File: config.mk
export PLATFORM = sky130hd
export DESIGN_NAME = bnn_seq_layer
export DESIGN_NICKNAME = d
export VERILOG_FILES = /design/src/rtl/bnn_pkg.sv /design/src/rtl/bnn_popcount.sv /design/src/rtl/bnn_seq_layer.sv
export SDC_FILE = /design/constraint.sdc
export NUM_CORES = 1
export LEC_CHECK = 0
export BUFFER_PORTS_ARGS = -buffer_cell sky130_fd_sc_hd__buf_2
export CAP_MARGIN = 40
export CORE_ASPECT_RATIO = 1.25
export CORE_MARGIN = 2
export CORE_UTILIZATION = 45
export CTS_CLUSTER_SIZE = 20
export DETAILED_ROUTE_END_ITERATION = 10
export PLACE_DENSITY = 0.73
export SYNTH_ARGS = -nofsm -noshare
export SYNTH_HDL_FRONTEND = slang
export SYNTH_SLANG_ARGS = --single-unit
File: constraint.sdc
create_clock -name clk -period 6.5 [get_ports clk]
set_input_delay 0.65 -clock clk [delete_from_list [all_inputs] [get_ports clk]]
set_output_delay 0.65 -clock clk [all_outputs]
set_load 0.05 [all_outputs]
File: src/rtl/bnn_pkg.sv
// Shared types, defaults and elaboration helpers for the sequential BNN layer.
// Imported by the top and the popcount sub-module.
package bnn_pkg;

    localparam int BNN_IN_W_DEF        = 32'sd8;
    localparam int BNN_NUM_NEURONS_DEF = 32'sd8;
    localparam int BNN_LOAD_W_DEF      = 32'sd4;

    typedef enum logic [1:0] {
        ST_IDLE    = 2'd0,
        ST_COMPUTE = 2'd1,
        ST_DONE    = 2'd2
    } bnn_state_e;

    function automatic int bnn_clog2(input int value);
        int res;
        int rem;
        res = 32'sd0;
        rem = value - 32'sd1;
        while (rem > 32'sd0) begin
            res = res + 32'sd1;
            rem = rem >>> 1;
        end
        return res;
    endfunction

    // Majority-plus-one of the input bits: an untrained neuron fires only on a clear match.
    function automatic int bnn_default_th(input int in_w);
        return (in_w / 32'sd2) + 32'sd1;
    endfunction

endpackage

File: src/rtl/bnn_popcount.sv
// Combinational XNOR-popcount: number of bit positions where x and w agree.
module bnn_popcount
    import bnn_pkg::*;
#(
    parameter int IN_W  = BNN_IN_W_DEF,
    parameter int CNT_W = bnn_clog2(BNN_IN_W_DEF + 32'sd1)
) (
    input  logic [IN_W-1:0]  x_i,
    input  logic [IN_W-1:0]  w_i,
    output logic [CNT_W-1:0] cnt_o
);

    logic [IN_W-1:0]  match_s;
    logic [CNT_W-1:0] sum_s;

    assign match_s = ~(x_i ^ w_i);

    // Sum the agreement bits.
    always_comb begin
        sum_s = '0;
        for (int i = 0; i < IN_W; i++) begin
            sum_s = sum_s + CNT_W'(match_s[i]);
        end
    end

    assign cnt_o = sum_s;

endmodule

File: src/rtl/bnn_seq_layer.sv
// Time-multiplexed binary neural network layer: one XNOR-popcount-threshold
// neuron per cycle, with runtime-loadable weights and thresholds.
module bnn_seq_layer
    import bnn_pkg::*;
#(
    parameter int IN_W        = BNN_IN_W_DEF,
    parameter int NUM_NEURONS = BNN_NUM_NEURONS_DEF,
    parameter int LOAD_W      = BNN_LOAD_W_DEF
) (
    input  logic                   clk,
    input  logic                   reset,
    input  logic                   in_valid,
    output logic                   in_ready,
    input  logic [IN_W-1:0]        in_data,
    input  logic                   load_en,
    input  logic                   load_sel,
    input  logic                   load_clr,
    input  logic [LOAD_W-1:0]      load_data,
    output logic                   load_ready,
    output logic                   out_valid,
    input  logic                   out_ready,
    output logic [NUM_NEURONS-1:0] out_data,
    output logic                   busy
);

    localparam int CNT_W  = bnn_clog2(IN_W + 32'sd1);
    localparam int BEATS  = IN_W / LOAD_W;
    localparam int IDX_W  = (NUM_NEURONS > 32'sd1) ? bnn_clog2(NUM_NEURONS) : 32'sd1;
    localparam int WB_W   = (BEATS > 32'sd1) ? bnn_clog2(BEATS) : 32'sd1;
    localparam logic [IDX_W-1:0] LAST_IDX = IDX_W'(NUM_NEURONS - 32'sd1);
    localparam logic [WB_W-1:0]  LAST_WB  = WB_W'(BEATS - 32'sd1);
    localparam logic [CNT_W-1:0] TH_RST   = CNT_W'(bnn_default_th(IN_W));

    generate
        if ((IN_W % LOAD_W) != 32'sd0) begin : g_bad_load_w
            $error("bnn_seq_layer: IN_W must be a multiple of LOAD_W");
        end
        if (CNT_W > LOAD_W) begin : g_bad_cnt_w
            $error("bnn_seq_layer: LOAD_W must be at least CNT_W");
        end
    endgenerate

    bnn_state_e              state_q, state_d;
    logic [IDX_W-1:0]        idx_q, idx_d;
    logic [IN_W-1:0]         x_q, x_d;
    logic [NUM_NEURONS-1:0]  out_q, out_d;
    logic                    out_valid_q, out_valid_d;
    logic [IDX_W-1:0]        wn_q, wn_d;
    logic [WB_W-1:0]         wb_q, wb_d;
    logic [IDX_W-1:0]        tn_q, tn_d;
    logic [IN_W-1:0]         w_q  [NUM_NEURONS];
    logic [CNT_W-1:0]        th_q [NUM_NEURONS];
    logic                    w_we_s;
    logic                    th_we_s;
    logic                    idle_s;
    logic [CNT_W-1:0]        pop_cnt_s;
    logic                    fire_s;

    assign idle_s     = (state_q == ST_IDLE);
    assign in_ready   = idle_s & ~load_en;
    assign load_ready = idle_s;
    assign busy       = ~idle_s;
    assign out_valid  = out_valid_q;
    assign out_data   = out_q;

    bnn_popcount #(
        .IN_W  (IN_W),
        .CNT_W (CNT_W)
    ) u_popcount (
        .x_i   (x_q),
        .w_i   (w_q[idx_q]),
        .cnt_o (pop_cnt_s)
    );

    assign fire_s = (pop_cnt_s >= th_q[idx_q]);

    // Next-state, datapath and load-pointer decode.
    always_comb begin
        state_d     = state_q;
        idx_d       = idx_q;
        x_d         = x_q;
        out_d       = out_q;
        out_valid_d = out_valid_q;
        wn_d        = wn_q;
        wb_d        = wb_q;
        tn_d        = tn_q;
        w_we_s      = 1'b0;
        th_we_s     = 1'b0;

        case (state_q)
            ST_IDLE: begin
                if (load_en) begin
                    // A load beat always wins over a same-cycle input vector.
                    if (load_clr) begin
                        w_we_s  = 1'b0;
                        th_we_s = 1'b0;
                    end else if (load_sel == 1'b0) begin
                        w_we_s = 1'b1;
                        if (wb_q == LAST_WB) begin
                            wb_d = '0;
                            wn_d = (wn_q == LAST_IDX) ? '0 : (wn_q + IDX_W'(1));
                        end else begin
                            wb_d = wb_q + WB_W'(1);
                        end
                    end else begin
                        th_we_s = 1'b1;
                        tn_d    = (tn_q == LAST_IDX) ? '0 : (tn_q + IDX_W'(1));
                    end
                end else if (in_valid) begin
                    x_d     = in_data;
                    out_d   = '0;
                    idx_d   = '0;
                    state_d = ST_COMPUTE;
                end else begin
                    state_d = ST_IDLE;
                end
            end
            ST_COMPUTE: begin
                out_d[idx_q] = fire_s;
                if (idx_q == LAST_IDX) begin
                    idx_d       = '0;
                    out_valid_d = 1'b1;
                    state_d     = ST_DONE;
                end else begin
                    idx_d = idx_q + IDX_W'(1);
                end
            end
            ST_DONE: begin
                if (out_ready) begin
                    out_valid_d = 1'b0;
                    state_d     = ST_IDLE;
                end else begin
                    out_valid_d = 1'b1;
                end
            end
            default: begin
                out_valid_d = 1'b0;
                state_d     = ST_IDLE;
            end
        endcase

        if (load_clr) begin
            wn_d = '0;
            wb_d = '0;
            tn_d = '0;
        end else begin
            wn_d = wn_d;
        end
    end

    // Control and datapath registers.
    always_ff @(posedge clk or posedge reset) begin
        if (reset) begin
            state_q     <= ST_IDLE;
            idx_q       <= '0;
            x_q         <= '0;
            out_q       <= '0;
            out_valid_q <= 1'b0;
            wn_q        <= '0;
            wb_q        <= '0;
            tn_q        <= '0;
        end else begin
            state_q     <= state_d;
            idx_q       <= idx_d;
            x_q         <= x_d;
            out_q       <= out_d;
            out_valid_q <= out_valid_d;
            wn_q        <= wn_d;
            wb_q        <= wb_d;
            tn_q        <= tn_d;
        end
    end

    // Weight and threshold storage.
    always_ff @(posedge clk or posedge reset) begin
        if (reset) begin
            for (int n = 0; n < NUM_NEURONS; n++) begin
                w_q[n]  <= '0;
                th_q[n] <= TH_RST;
            end
        end else begin
            for (int n = 0; n < NUM_NEURONS; n++) begin
                if (w_we_s && (wn_q == IDX_W'(n))) begin
                    for (int b = 0; b < BEATS; b++) begin
                        if (wb_q == WB_W'(b)) begin
                            w_q[n][b*LOAD_W +: LOAD_W] <= load_data;
                        end
                    end
                end
                if (th_we_s && (tn_q == IDX_W'(n))) begin
                    th_q[n] <= load_data[CNT_W-1:0];
                end
            end
        end
    end

endmodule

# Yosys cells after proc, flatten, opt, wreduce, memory -nomap -nowiden
# Index checks and enable logic that the tools add are counted.
# word_totals
inputBits,19
output_inout_bits,12
elab_cells,172
register_bits,125
# op_classes
n_lt_le_gt_ge,4
n_eq_ne,22
n_reduce_logical,48
muxes,48
bitwise_logic,7
n_addsub,11
# ops
cell,count
3-bit two-way mux,14
2-bit AND reduction,17
8-bit two-way mux,4
"3-bit == test, second input constant",9
4-bit by 1-bit adder with 4-bit output,6
8-bit binary-select mux with 3-bit select,1
1-bit logical AND,17
1-bit two-way mux,17
8-bit one-hot mux with 2 select lines,1
3-bit AND reduction,5
4-bit binary-select mux with 3-bit select,1
"3-bit by 2-bit == test with 1-bit output, second input constant",4
2-bit nonzero test,5
"3-bit by 1-bit adder with 3-bit output, second input constant",3
8-bit bitwise mux,1
4-bit two-way mux,2
"2-bit != test, second input constant",4
8-bit NOT,1
8-bit XOR,1
"3-bit by 1-bit == test with 1-bit output, second input constant",2
3-bit zero test,2
2-bit two-way mux,3
2-bit one-hot mux with 3 select lines,1
3-bit one-hot mux with 2 select lines,1
16 further kinds,18

# Logic depth before layout (Yosys ltp)
# Gate-level depths: netlist of run 1.
# logic_depth
word_depth,16
mapped_depth,19
depth_no_buf,17

# By module
# A second synthesis of run 1 with hierarchy kept.
# hier_totals
cells_unflattened,510
hier_area_um2,6459.9
# modules_own_cells
module,n_inst,seq_area_each_um2,area_per_inst_um2,cells_per_inst
bnn_seq_layer,1,3148.0,6226.0,485
bnn_popcount,1,0.0,234.0,25

# Worst setup path before layout of run 1
# No wires, ideal clock.
# synth_timing
path_type,reg2reg
start,register idx_q[1]
end,register out_q[0] (netlist: out_data[0])
setup_ns,0.110
t_arrival_ns,4.422
required_time_ns,6.390
path_buffers,2
synth_period_minus_slack_ns,4.533
slack_ns,1.967
path_stages_with_launch,20
cell_sequence,dfrtp_1 -> buf_2 -> nand2_1 -> clkbuf_1 -> o22ai_1 -> a221oi_1 -> xnor2_1 -> ha_1 -> inv_1 -> fa_1 -> fa_1 -> inv_1 -> fa_1 -> inv_1 -> fa_1 -> inv_1 -> ha_1 -> a21oi_1 -> o21a_1 -> o41ai_1
# synth_via
elab_chain_len,16
word_cells_on_any_way,24
classes_between,add/sub (7); order compare (3); mux (10); bitwise (3); reduce/logical (1)
# synth_lines
item,line,source
start: declaration,bnn_seq_layer.sv:44,"logic [IDX_W-1:0] idx_q, idx_d;"
start signal: assignment,bnn_seq_layer.sv:164,idx_q <= idx_d;
3-bit NOT with 4-bit output (implied by the code),"bnn_seq_layer.sv:71, bnn_seq_layer.sv:75",
8-bit binary-select mux with 3-bit select,bnn_seq_layer.sv:71,".w_i (w_q[idx_q]),"
8-bit two-way mux (implied by the code) (2 in series),bnn_seq_layer.sv:71,
8-bit XOR,bnn_popcount.sv:16,assign match_s = ~(x_i ^ w_i);
8-bit NOT,bnn_popcount.sv:16,
1-bit by 1-bit adder with 2-bit output,bnn_popcount.sv:22,sum_s = sum_s + CNT_W'(match_s[i]);
4-bit by 1-bit adder with 4-bit output (6 in series),bnn_popcount.sv:22,
4-bit >= comparator,bnn_seq_layer.sv:75,assign fire_s = (pop_cnt_s >= th_q[idx_q]);
8-bit bitwise mux *,bnn_seq_layer.sv:119,out_d[idx_q] = fire_s;
8-bit one-hot mux with 2 select lines *,bnn_seq_layer.sv:90,case (state_q)
end signal: assignment,bnn_seq_layer.sv:166,out_q <= out_d;
end: declaration,bnn_seq_layer.sv:46,"logic [NUM_NEURONS-1:0] out_q, out_d;"
# Every way passes the cells marked *; elsewhere a longest branch is shown, timed or not. The select of a mux whose other input is x is not followed.
# A chain may end at the register's enable or synchronous reset.

# Final worst setup path of run 1
# layout_timing
start,register idx_q[2]
end,register out_q[4] (netlist: out_data[4])
# The elaborated chain is that of the path after synthesis.

==> results_dict.tcl, run 1 <==
set metrics [dict create \
    synth_xor_area_frac 0.01372 \
    grt_overflow_total 0 \
    grtUsageTotal 0.1961 \
    ys_seq_elements 125 \
    r2r-end "out_data[4]$_DFFE_PP0P_" \
    synth_top_family_by_area "multiplexers" \
    worstPathCellList "nand2_1 -> o22ai_1 -> a221oi_1 -> xnor2_1 -> ha_1 -> inv_1 -> fa_1 -> fa_1 -> inv_1 -> fa_1 -> inv_1 -> fa_1 -> inv_1 -> ha_1 -> a21oi_1 -> o21a_1 -> o41ai_1" \
    setup_viol 0 \
    crit_family "adder cells" \
    grt_max_degree 70 \
    startpoint "idx_q[2]$_DFFE_PP0P_" \
    worst_pin_slew_ns 0.7716 \
    ys_seq_area_frac 0.4930 \
    hold_path.class "in2async" \
    gp_congestion 0.8667 \
    maxCapViolations 0 \
    start_util 0.4622 \
    cellPowerDensity_nw_per_um2 560.5 \
    synthMuxAreaShare 0.2561 \
    root_buffer "clkbuf_16" \
    areaGrowthSynthToFinish_pct 14.87 \
    finalSetupTns_ns 0 \
    first_pass_iters 5 \
    final_common_cell "mux2_2" \
    stdcell_area_um2 7335 \
    antenna_cells 0 \
    drt_iter0_markers 259 \
    nets 578 \
    numCtsBuffers 17 \
    hold_viol 0 \
    final.setup_skew_ns 0.007254 \
    clk_latency_ns 0.42 \
    routed_wl_um 14180 \
    synthArstFlopShare 1.000 \
    crit_slowest_cell "dfrtp_1" \
    portBuffers 30 \
    dpl.hpwl_um 9989 \
    synth_top_area_cell "dfrtp_1" \
    cp_num_buf_inv 4 \
    synth_ff_type "dfrtp_1" \
    vias 4156 \
    layout_common_cells "mux2_2, dfrtp_1, buf_2" \
    cts_max_level 4 \
    fin_ws_ns 1.204 \
    r2r-start "idx_q[2]$_DFFE_PP0P_" \
    clkSlewWorstSetupHoldPaths_ns 0.06 \
    crit_required_ns 6.79 \
    synth_fp_nets 556 \
    drc 0 \
    fin_crit_sh 0.8148 \
    dp_slack_ns 1.249 \
    fp.dieArea_um2 15160 \
    ys_warn_count 0 \
    synth_fa_ha_area_frac 0.05957 \
    start_kind "register" \
    irDropWorstVdd_uv 1348 \
    grt_antenna_before_repair 0 \
    reg2reg_depth 17 \
    outcome "finished, final reports clean" \
    synth_enable_flop_cells 0 \
    nFillCells 1143 \
    cp_num_cells 17 \
    slew_viol_final 0 \
    crit_path_end "out_data[4]$_DFFE_PP0P_" \
    placementRows 48 \
    wire_per_inst_um 19.72 \
    dpl_cell_area_um2 6676 \
    grt_pass1_wl_um 23010 \
    ys_top_cells_by_area "dfrtp_1, mux2_2, dfstp_2" \
    syn_inst 509 \
    cts_setup_buffers 0 \
    die_y_um 137.2 \
    yosysUniqueCellTypes 48 \
    synth_simple_gate_area_frac 0.06722 \
    crit_type "reg2reg" \
    slew-limit-headroom 0.4856 \
    grt_pass1_vias 4156 \
    endpoint_kind "register" \
    post_cts_resized 0 \
    cp.arrival_ns 5.59 \
    cts_tree "built" \
    cts.sinks 125 \
    critPathMaxFanout 23 \
    clock.fmax_mhz 188.8 \
    antenna_left 0 \
    fin_crit_ns 5.296 \
    leakagePower_nw 3.438 \
    rrSetupSlack_ns 1.20 \
    clock_path_buffers 2 \
    die_w_um 110.5 \
    synth_area_um2 6385 \
    io_pins 31 \
    synth_top_area_frac 0.4272 \
    drive_above_1_share 0.3860 \
    synth-compound-area-share 0.07799 \
    cpPeakStageDelay_ns 0.84 \
    rsz0062_at_grt "no" \
    avgSynthCellArea_um2 12.54 \
    coreArea_um2 13810 \
    cts_hold_buf 0 \
    routed_via_density 5.780 \
]
## sequential cells by signal (all words and copies together) (netlist names)
name       count
wb_q           1
wn_q           3
out_valid      1
tn_q           3
state_q        2
w_q           64
idx_q          3
th_q          32
out_data       8
x_q            8
## power by group
group	internal (mW)	switching, mW	leakage [nW]	total [mW]
sequential	0.954	0.155	1.63	1.11
combinational	0.858	1.10	1.49	1.96
clock	0.687	0.360	0.319	1.05
## routing by layer
metal | vias up | global-route usage | wire length [µm]
li1 | 1894 | - | -
met3 | 32 | 0.04795 | 540
met1 | 2133 | 0.2359 | 5899
met4 | 0 | 0.09236 | 507
met2 | 97 | 0.3347 | 7229
met5 | - | 0 | 0
## synthesized netlist by cell type, types with 2 or more instances
master and n:
nand2_1 20, a221oi_1 10, mux2_2 115, dfrtp_1 109
nand2b_1 7, dfstp_2 16, fa_1 4, mux2i_1 25
and3_1 6, or2_2 2, buf_2 6, nor2b_1 4
mux4_2 2, inv_1 20, clkbuf_1 21, ha_1 24
a31oi_1 4, buf_1 2, a21oi_1 11, nand3_1 11
nor3_1 3, o21a_1 5, and2_0 3, xnor2_1 5
o221ai_1 2, o22ai_1 10, buf_4 2, mux2_1 4
xor2_1 5, o21ai_0 14, o41ai_1 8, nor2_1 12
nand3_2 2
## worst min path at each step
stage,start,cells after the start,endpoint
after floorplan,w_q[10]$_DFFE_PP0P_,1,w_q[10]$_DFFE_PP0P_
after global placement,out_valid$_DFFE_PP0P_,1,out_valid$_DFFE_PP0P_
after detailed placement,w_q[10]$_DFFE_PP0P_,1,w_q[10]$_DFFE_PP0P_
after CTS,reset,2,w_q[42]$_DFFE_PP0P_
after global routing,reset,2,w_q[42]$_DFFE_PP0P_
final,reset,2,w_q[42]$_DFFE_PP0P_
## area by class of cell
class | instances | area (µm²) | area share
sequential | 125 | 3149 | 0.4294
multi-input combinational | 333 | 3030 | 0.4132
clock buffer | 17 | 425.4 | 0.05800
clock inverter | 15 | 232.7 | 0.03173
tap | 175 | 219.0 | 0.02985
timing repair buffer | 34 | 200.2 | 0.02729
inverter | 20 | 77.57 | 0.01058
## stage by stage
step	hold WS [ns]	utilization	std cells	power, mW
final	0.2593	0.5310	719	4.111
after global routing	0.3044	0.5310	719	4.496
after CTS	0.2733	0.5310	719	4.150
after detailed placement	0.4829	0.4833	687	3.075
after global placement	0.4790	0.4813	686	3.018
after floorplan	0.4541	-	509	2.644
## kinds of logic after synthesis
| logic type | after synthesis |
|---|---|
| XOR/XNOR | 10 |
| adder cells (fa/ha/maj) | 28 |
| flip-flops | 125 |
| AND/OR/NAND/NOR | 76 |
| buffers and inverters | 51 |
| multiplexers | 146 |
| AO/OA/AOI/OAI | 73 |
## worst register-to-register path, stage by stage (launching register included)
cell	delay [ns]
dfrtp_1	0.84
nand2_1	0.47
o22ai_1	0.26
a221oi_1	0.10
xnor2_1	0.18
ha_1	0.29
inv_1	0.05
fa_1	0.50
fa_1	0.55
inv_1	0.06
fa_1	0.44
inv_1	0.08
fa_1	0.40
inv_1	0.08
ha_1	0.13
a21oi_1	0.06
o21a_1	0.26
o41ai_1	0.43
Note: power is estimated with default switching activity, not from simulation.
==> run 2, diff against run 1 <==
- PLACE_DENSITY: 0.73 -> 0.75
- clock period: 6.5 -> 4.3 ns (I/O delays scaled with it)
==> results_dict.tcl, run 2 (synthesis gave the netlist of run 1 again) <==
set metrics [dict create \
    outcome "finished with violations" \
    violations "negative setup slack" \
    rsz0062_at_grt "yes" \
    clock_path_buffers 2 \
    die_y_um 137.2 \
    worst_pin_slew_ns 0.6938 \
    routed_via_density 5.743 \
    use_met2 0.3497 \
    antenna_cells 0 \
    top_regs "w_q x64, th_q x32" \
    grtUsageTotal 0.2004 \
    crit_required_ns 4.59 \
    hold_path.class "in2async" \
    largest-register "w_q" \
    clkSlewWorstSetupHoldPaths_ns 0.06 \
    start_kind "register" \
    cp_num_cells 17 \
    cts_max_level 4 \
    antenna_left 0 \
    nets 599 \
    critPathMaxFanout 8 \
    rrSetupSlack_ns -0.04 \
    placementRows 48 \
    cts_tree "built" \
    drc 0 \
    hold_viol 0 \
    grt_pass1_wl_um 23430 \
    use_met1 0.2330 \
    drive_above_1_share 0.4496 \
    gp_congestion 0.8339 \
    start_util 0.4622 \
    endpoint_kind "register" \
    crit_path_end "out_data[0]$_DFFE_PP0P_" \
    numCtsBuffers 17 \
    grt_busiest_layer "met2" \
    die_w_um 110.5 \
    root_buffer "clkbuf_16" \
    r2r-start "idx_q[0]$_DFFE_PP0P_" \
    cpPeakStageDelay_ns 0.51 \
    fp.dieArea_um2 15160 \
    nFillCells 1095 \
    routed_wl_um 14520 \
    fin_ws_ns -0.04361 \
    cp_num_buf_inv 5 \
    final.setup_skew_ns 0.01354 \
    cts.sinks 125 \
    setup_viol 8 \
    drt_iter0_markers 277 \
    layout_common_cells "mux2_2, dfrtp_1, buf_2" \
    portBuffers 30 \
    cp.arrival_ns 4.63 \
    crit_type "reg2reg" \
    grt_max_degree 57 \
    final_common_cell "mux2_2" \
    grt_antenna_before_repair 0 \
    io_pins 31 \
    coreArea_um2 13810 \
    wire_per_inst_um 19.62 \
    areaGrowthSynthToFinish_pct 19.03 \
    use_met3 0.04004 \
    fin_crit_sh 1.010 \
    vias 4250 \
    dpl.hpwl_um 10260 \
    grt_overflow_total 0 \
    clk_latency_ns 0.43 \
    clock.fmax_mhz 230.2 \
    largest_register_ffs 64 \
    startpoint "idx_q[0]$_DFFE_PP0P_" \
    r2r-end "out_data[0]$_DFFE_PP0P_" \
    reg2reg_depth 17 \
    crit_family "adder cells" \
    fin_crit_ns 4.344 \
    maxCapViolations 0 \
    grt_pass1_vias 4474 \
    crit_slowest_cell "fa_1" \
    slew-limit-headroom 0.5375 \
    dp_slack_ns -0.2136 \
    slew_viol_final 0 \
    worstPathCellList "buf_12 -> mux2i_2 -> a221oi_2 -> xnor2_1 -> ha_1 -> inv_2 -> fa_1 -> fa_1 -> inv_2 -> fa_2 -> inv_2 -> fa_1 -> inv_1 -> ha_1 -> a21oi_2 -> o21a_4 -> o41ai_4" \
    first_pass_iters 4 \
]
-- run 2: changes by cell type in the layout (fill, tap and decap cells not counted), moves of 3 or more --
| cell | before | now |
|---|---|---|
| buf_4 | 3 | 23 |
| o41ai_1 | 8 | 0 |
| o41ai_2 | 0 | 7 |
| a221oi_1 | 10 | 6 |
| a221oi_2 | 0 | 4 |
| mux2_2 | 115 | 111 |
| mux2_4 | 0 | 4 |
| bufinv_16 | 5 | 2 |
| inv_1 | 19 | 16 |
| inv_2 | 0 | 3 |
-- run 2: repair_timing --
item / CTS / global route
pin swaps: 10 / 4
setup buffers: 4 / 0
gates cloned: 1 / 0
setup endpoints to repair: 8 / 8
gates resized for setup: 3 / 8
hold buffers: 0 / 0
-- run 2: layout make-up --
| cell class | instances | area [µm²] | share of cell area |
|---|---|---|---|
| multi-input cells | 333 | 3177 | 0.4180 |
| flip-flops and latches | 125 | 3149 | 0.4144 |
| clock buffers | 17 | 425.4 | 0.05598 |
| repair buffers | 55 | 375.4 | 0.04939 |
| well taps | 175 | 219.0 | 0.02881 |
| clock inverters | 15 | 176.4 | 0.02321 |
| inverters | 20 | 77.57 | 0.01021 |
-- run 2: worst min path at each step --
stage	from	to	slack (ns)	cells past startpoint
detailed placement	reset	wn_q[0]$_DFFE_PP0P_	0.45	2
global route	reset	wn_q[1]$_DFFE_PP0P_	0.03	2
floorplan	w_q[10]$_DFFE_PP0P_	w_q[10]$_DFFE_PP0P_	0.45	1
global placement	reset	wn_q[0]$_DFFE_PP0P_	0.45	2
finish	reset	wn_q[0]$_DFFE_PP0P_	0.002	2
CTS	reset	w_q[28]$_DFFE_PP0P_	0.008	2
-- run 2: stage by stage --
| step | hold slack [ns] | cell area [µm²] | utilization | instances | TNS [ns] |
|---|---|---|---|---|---|
| 2_1_floorplan | 0.4541 | 6506 | - | 509 | 0 |
| 3_3_place_gp | 0.4458 | 6892 | 0.4989 | 703 | -0.8169 |
| 3_5_place_dp | 0.4541 | 6892 | 0.4989 | 703 | -1.451 |
| 4_1_cts | 0.008465 | 7560 | 0.5473 | 740 | -0.1549 |
| 5_1_grt | 0.02921 | 7600 | 0.5502 | 740 | -1.756 |
| 6_report | 0.001612 | 7600 | 0.5502 | 740 | -0.2030 |
-- run 2: worst reg2reg max path: stages (launching register included) --
cell      delay (ns)
dfrtp_2         0.50
buf_12          0.18
mux2i_2         0.16
a221oi_2        0.29
xnor2_1         0.16
ha_1            0.27
inv_2           0.06
fa_1            0.44
fa_1            0.51
inv_2           0.04
fa_2            0.35
inv_2           0.06
fa_1            0.40
inv_1           0.07
ha_1            0.24
a21oi_2         0.16
o21a_4          0.24
o41ai_4         0.08
-- run 2: metal layers --
metal / vias up / wire, µm
li1: 1931 / -
met1: 2184 / 6019
met2: 95 / 7408
met3: 40 / 489
met4: 0 / 601
met5: - / 0
Power of run 2 is left out: the tool's default activity adds up to more than one toggle a clock period on the data nets, which glitch-free logic cannot reach.
==> run 3, diff against run 2 <==
- CORE_ASPECT_RATIO: 1.25 -> 0.6
- TNS_END_PERCENT: default -> 100
==> results_dict.tcl, run 3 (synthesis gave the netlist of run 1 again) <==
set metrics [dict create \
    outcome "finished with violations" \
    violations "negative setup slack" \
    clkSlewWorstSetupHoldPaths_ns 0.06 \
    fp.dieArea_um2 15190 \
    hold_path.class "in2async" \
    portBuffers 30 \
    r2r-end "out_data[3]$_DFFE_PP0P_" \
    cts_hold_buf 0 \
    grt_pass1_wl_um 25230 \
    fin_ws_ns -0.1083 \
    start_util 0.4644 \
    antenna_cells 0 \
    endpoint_kind "register" \
    first_pass_iters 4 \
    grt_pass1_vias 4334 \
    clock_path_buffers 2 \
    grtUsageTotal 0.2275 \
    final.setup_skew_ns 0.01299 \
    stdcell_area_um2 7647 \
    start_kind "register" \
    clock.fmax_mhz 226.8 \
    areaGrowthSynthToFinish_pct 19.77 \
    dpl.hpwl_um 11110 \
    finalSetupTns_ns -0.3851 \
    io_pins 31 \
    rsz0062_at_grt "yes" \
    grt_antenna_before_repair 0 \
    cts_tree "built" \
    routed_wl_um 15830 \
    antenna_left 0 \
    rrSetupSlack_ns -0.11 \
    grt_max_degree 45 \
    largest_register_ffs 64 \
    die_y_um 96.27 \
    hold_viol 0 \
    crit_required_ns 4.60 \
    critPathMaxFanout 8 \
    grt_overflow_total 0 \
    placementRows 33 \
    largest-register "w_q" \
    clk_latency_ns 0.41 \
    gp_congestion 0.8793 \
    slew_viol_final 0 \
    drive_above_1_share 0.4513 \
    wire_per_inst_um 20.91 \
    fin_crit_ns 4.408 \
    routed_via_density 5.641 \
    crit_type "reg2reg" \
    vias 4270 \
    fin_hold_ws_ns 0.06490 \
    dpl_cell_area_um2 6920 \
    coreArea_um2 13750 \
    nets 599 \
    final_common_cell "mux2_2" \
    die_w_um 157.8 \
    top_regs "w_q x64, th_q x32" \
    drc 0 \
    numCtsBuffers 17 \
    root_buffer "clkbuf_16" \
    r2r-start "idx_q[0]$_DFFE_PP0P_" \
    layout_common_cells "mux2_2, dfrtp_1, buf_2" \
    slew-limit-headroom 0.6131 \
    fin_crit_sh 1.025 \
    setup_viol 5 \
    drt_iter0_markers 289 \
    cp.arrival_ns 4.71 \
    cts.sinks 125 \
    reg2reg_depth 18 \
    worst_pin_slew_ns 0.5779 \
    maxCapViolations 0 \
    cts_max_level 4 \
]
## run 3: cell types whose count changed in the layout (fill, tap and decap cells not counted), sizes merged
cell      previous run  this run
buf                 54        55
bufbuf               1         0
bufinv               2         3
clkbuf              17        19
clkinv               2         5
clkinvlp             2         3
inv                 29        22
## run 3: critical path, stage by stage (launching register included)
cell and delay (ns):
dfrtp_2 0.49, mux2_4 0.34, o22ai_4 0.19, a221oi_2 0.06, xnor2_1 0.14, ha_1 0.31
inv_2 0.04, fa_1 0.51, fa_1 0.40, inv_1 0.08, fa_2 0.21, inv_2 0.04
fa_2 0.52, inv_2 0.04, ha_4 0.25, a21oi_2 0.05, o21a_4 0.25, buf_4 0.15
o41ai_2 0.21
## run 3: worst max-delay path by stage
stage,from,slack (ns),end,cells after the start
after floorplan,idx_q[0]$_DFFE_PP0P_,0.006,out_data[0]$_DFFE_PP0P_,18
after global placement,idx_q[0]$_DFFE_PP0P_,-0.05,out_data[1]$_DFFE_PP0P_,17
after detailed placement,idx_q[0]$_DFFE_PP0P_,-0.14,out_data[0]$_DFFE_PP0P_,17
after CTS,idx_q[0]$_DFFE_PP0P_,-0.03,out_data[0]$_DFFE_PP0P_,17
after global routing,idx_q[0]$_DFFE_PP0P_,-0.24,out_data[3]$_DFFE_PP0P_,18
final,idx_q[0]$_DFFE_PP0P_,-0.11,out_data[3]$_DFFE_PP0P_,18
## run 3: final cells by class
| class | count | area (µm²) |
|---|---|---|
| clock buffers | 19 | 452.9 |
| clock inverters | 13 | 162.7 |
| fillers | 1077 | 6102 |
| inverters | 20 | 77.57 |
| multi-input cells | 333 | 3211 |
| flip-flops and latches | 125 | 3149 |
| well taps | 192 | 240.2 |
| repair buffers | 55 | 354.1 |
## run 3: timing repair
item | CTS | global route
resized for setup | 8 | 8
endpoints found under the setup margin | 8 | 8
buffers inserted | 1 | 3
pin swaps | 9 | 3
## run 3: layer usage
metal,vias up,share of wire,GRT usage
met5,-,0,0
met4,0,0.0082,0.05682
met3,14,0.088,0.07249
met2,139,0.42,0.3152
met1,2174,0.49,0.3409
li1,1943,-,-
## run 3: per-stage QoR
stage | std cells | worst slack (ns) | utilization
6_report | 757 | -0.1083 | 0.5562
5_1_grt | 757 | -0.2442 | 0.5562
4_1_cts | 754 | -0.03487 | 0.5508
3_5_place_dp | 721 | -0.1447 | 0.5033
3_3_place_gp | 721 | -0.04646 | 0.5033
2_1_floorplan | 509 | 0.006346 | -
Power of run 3 is left out for the same reason.
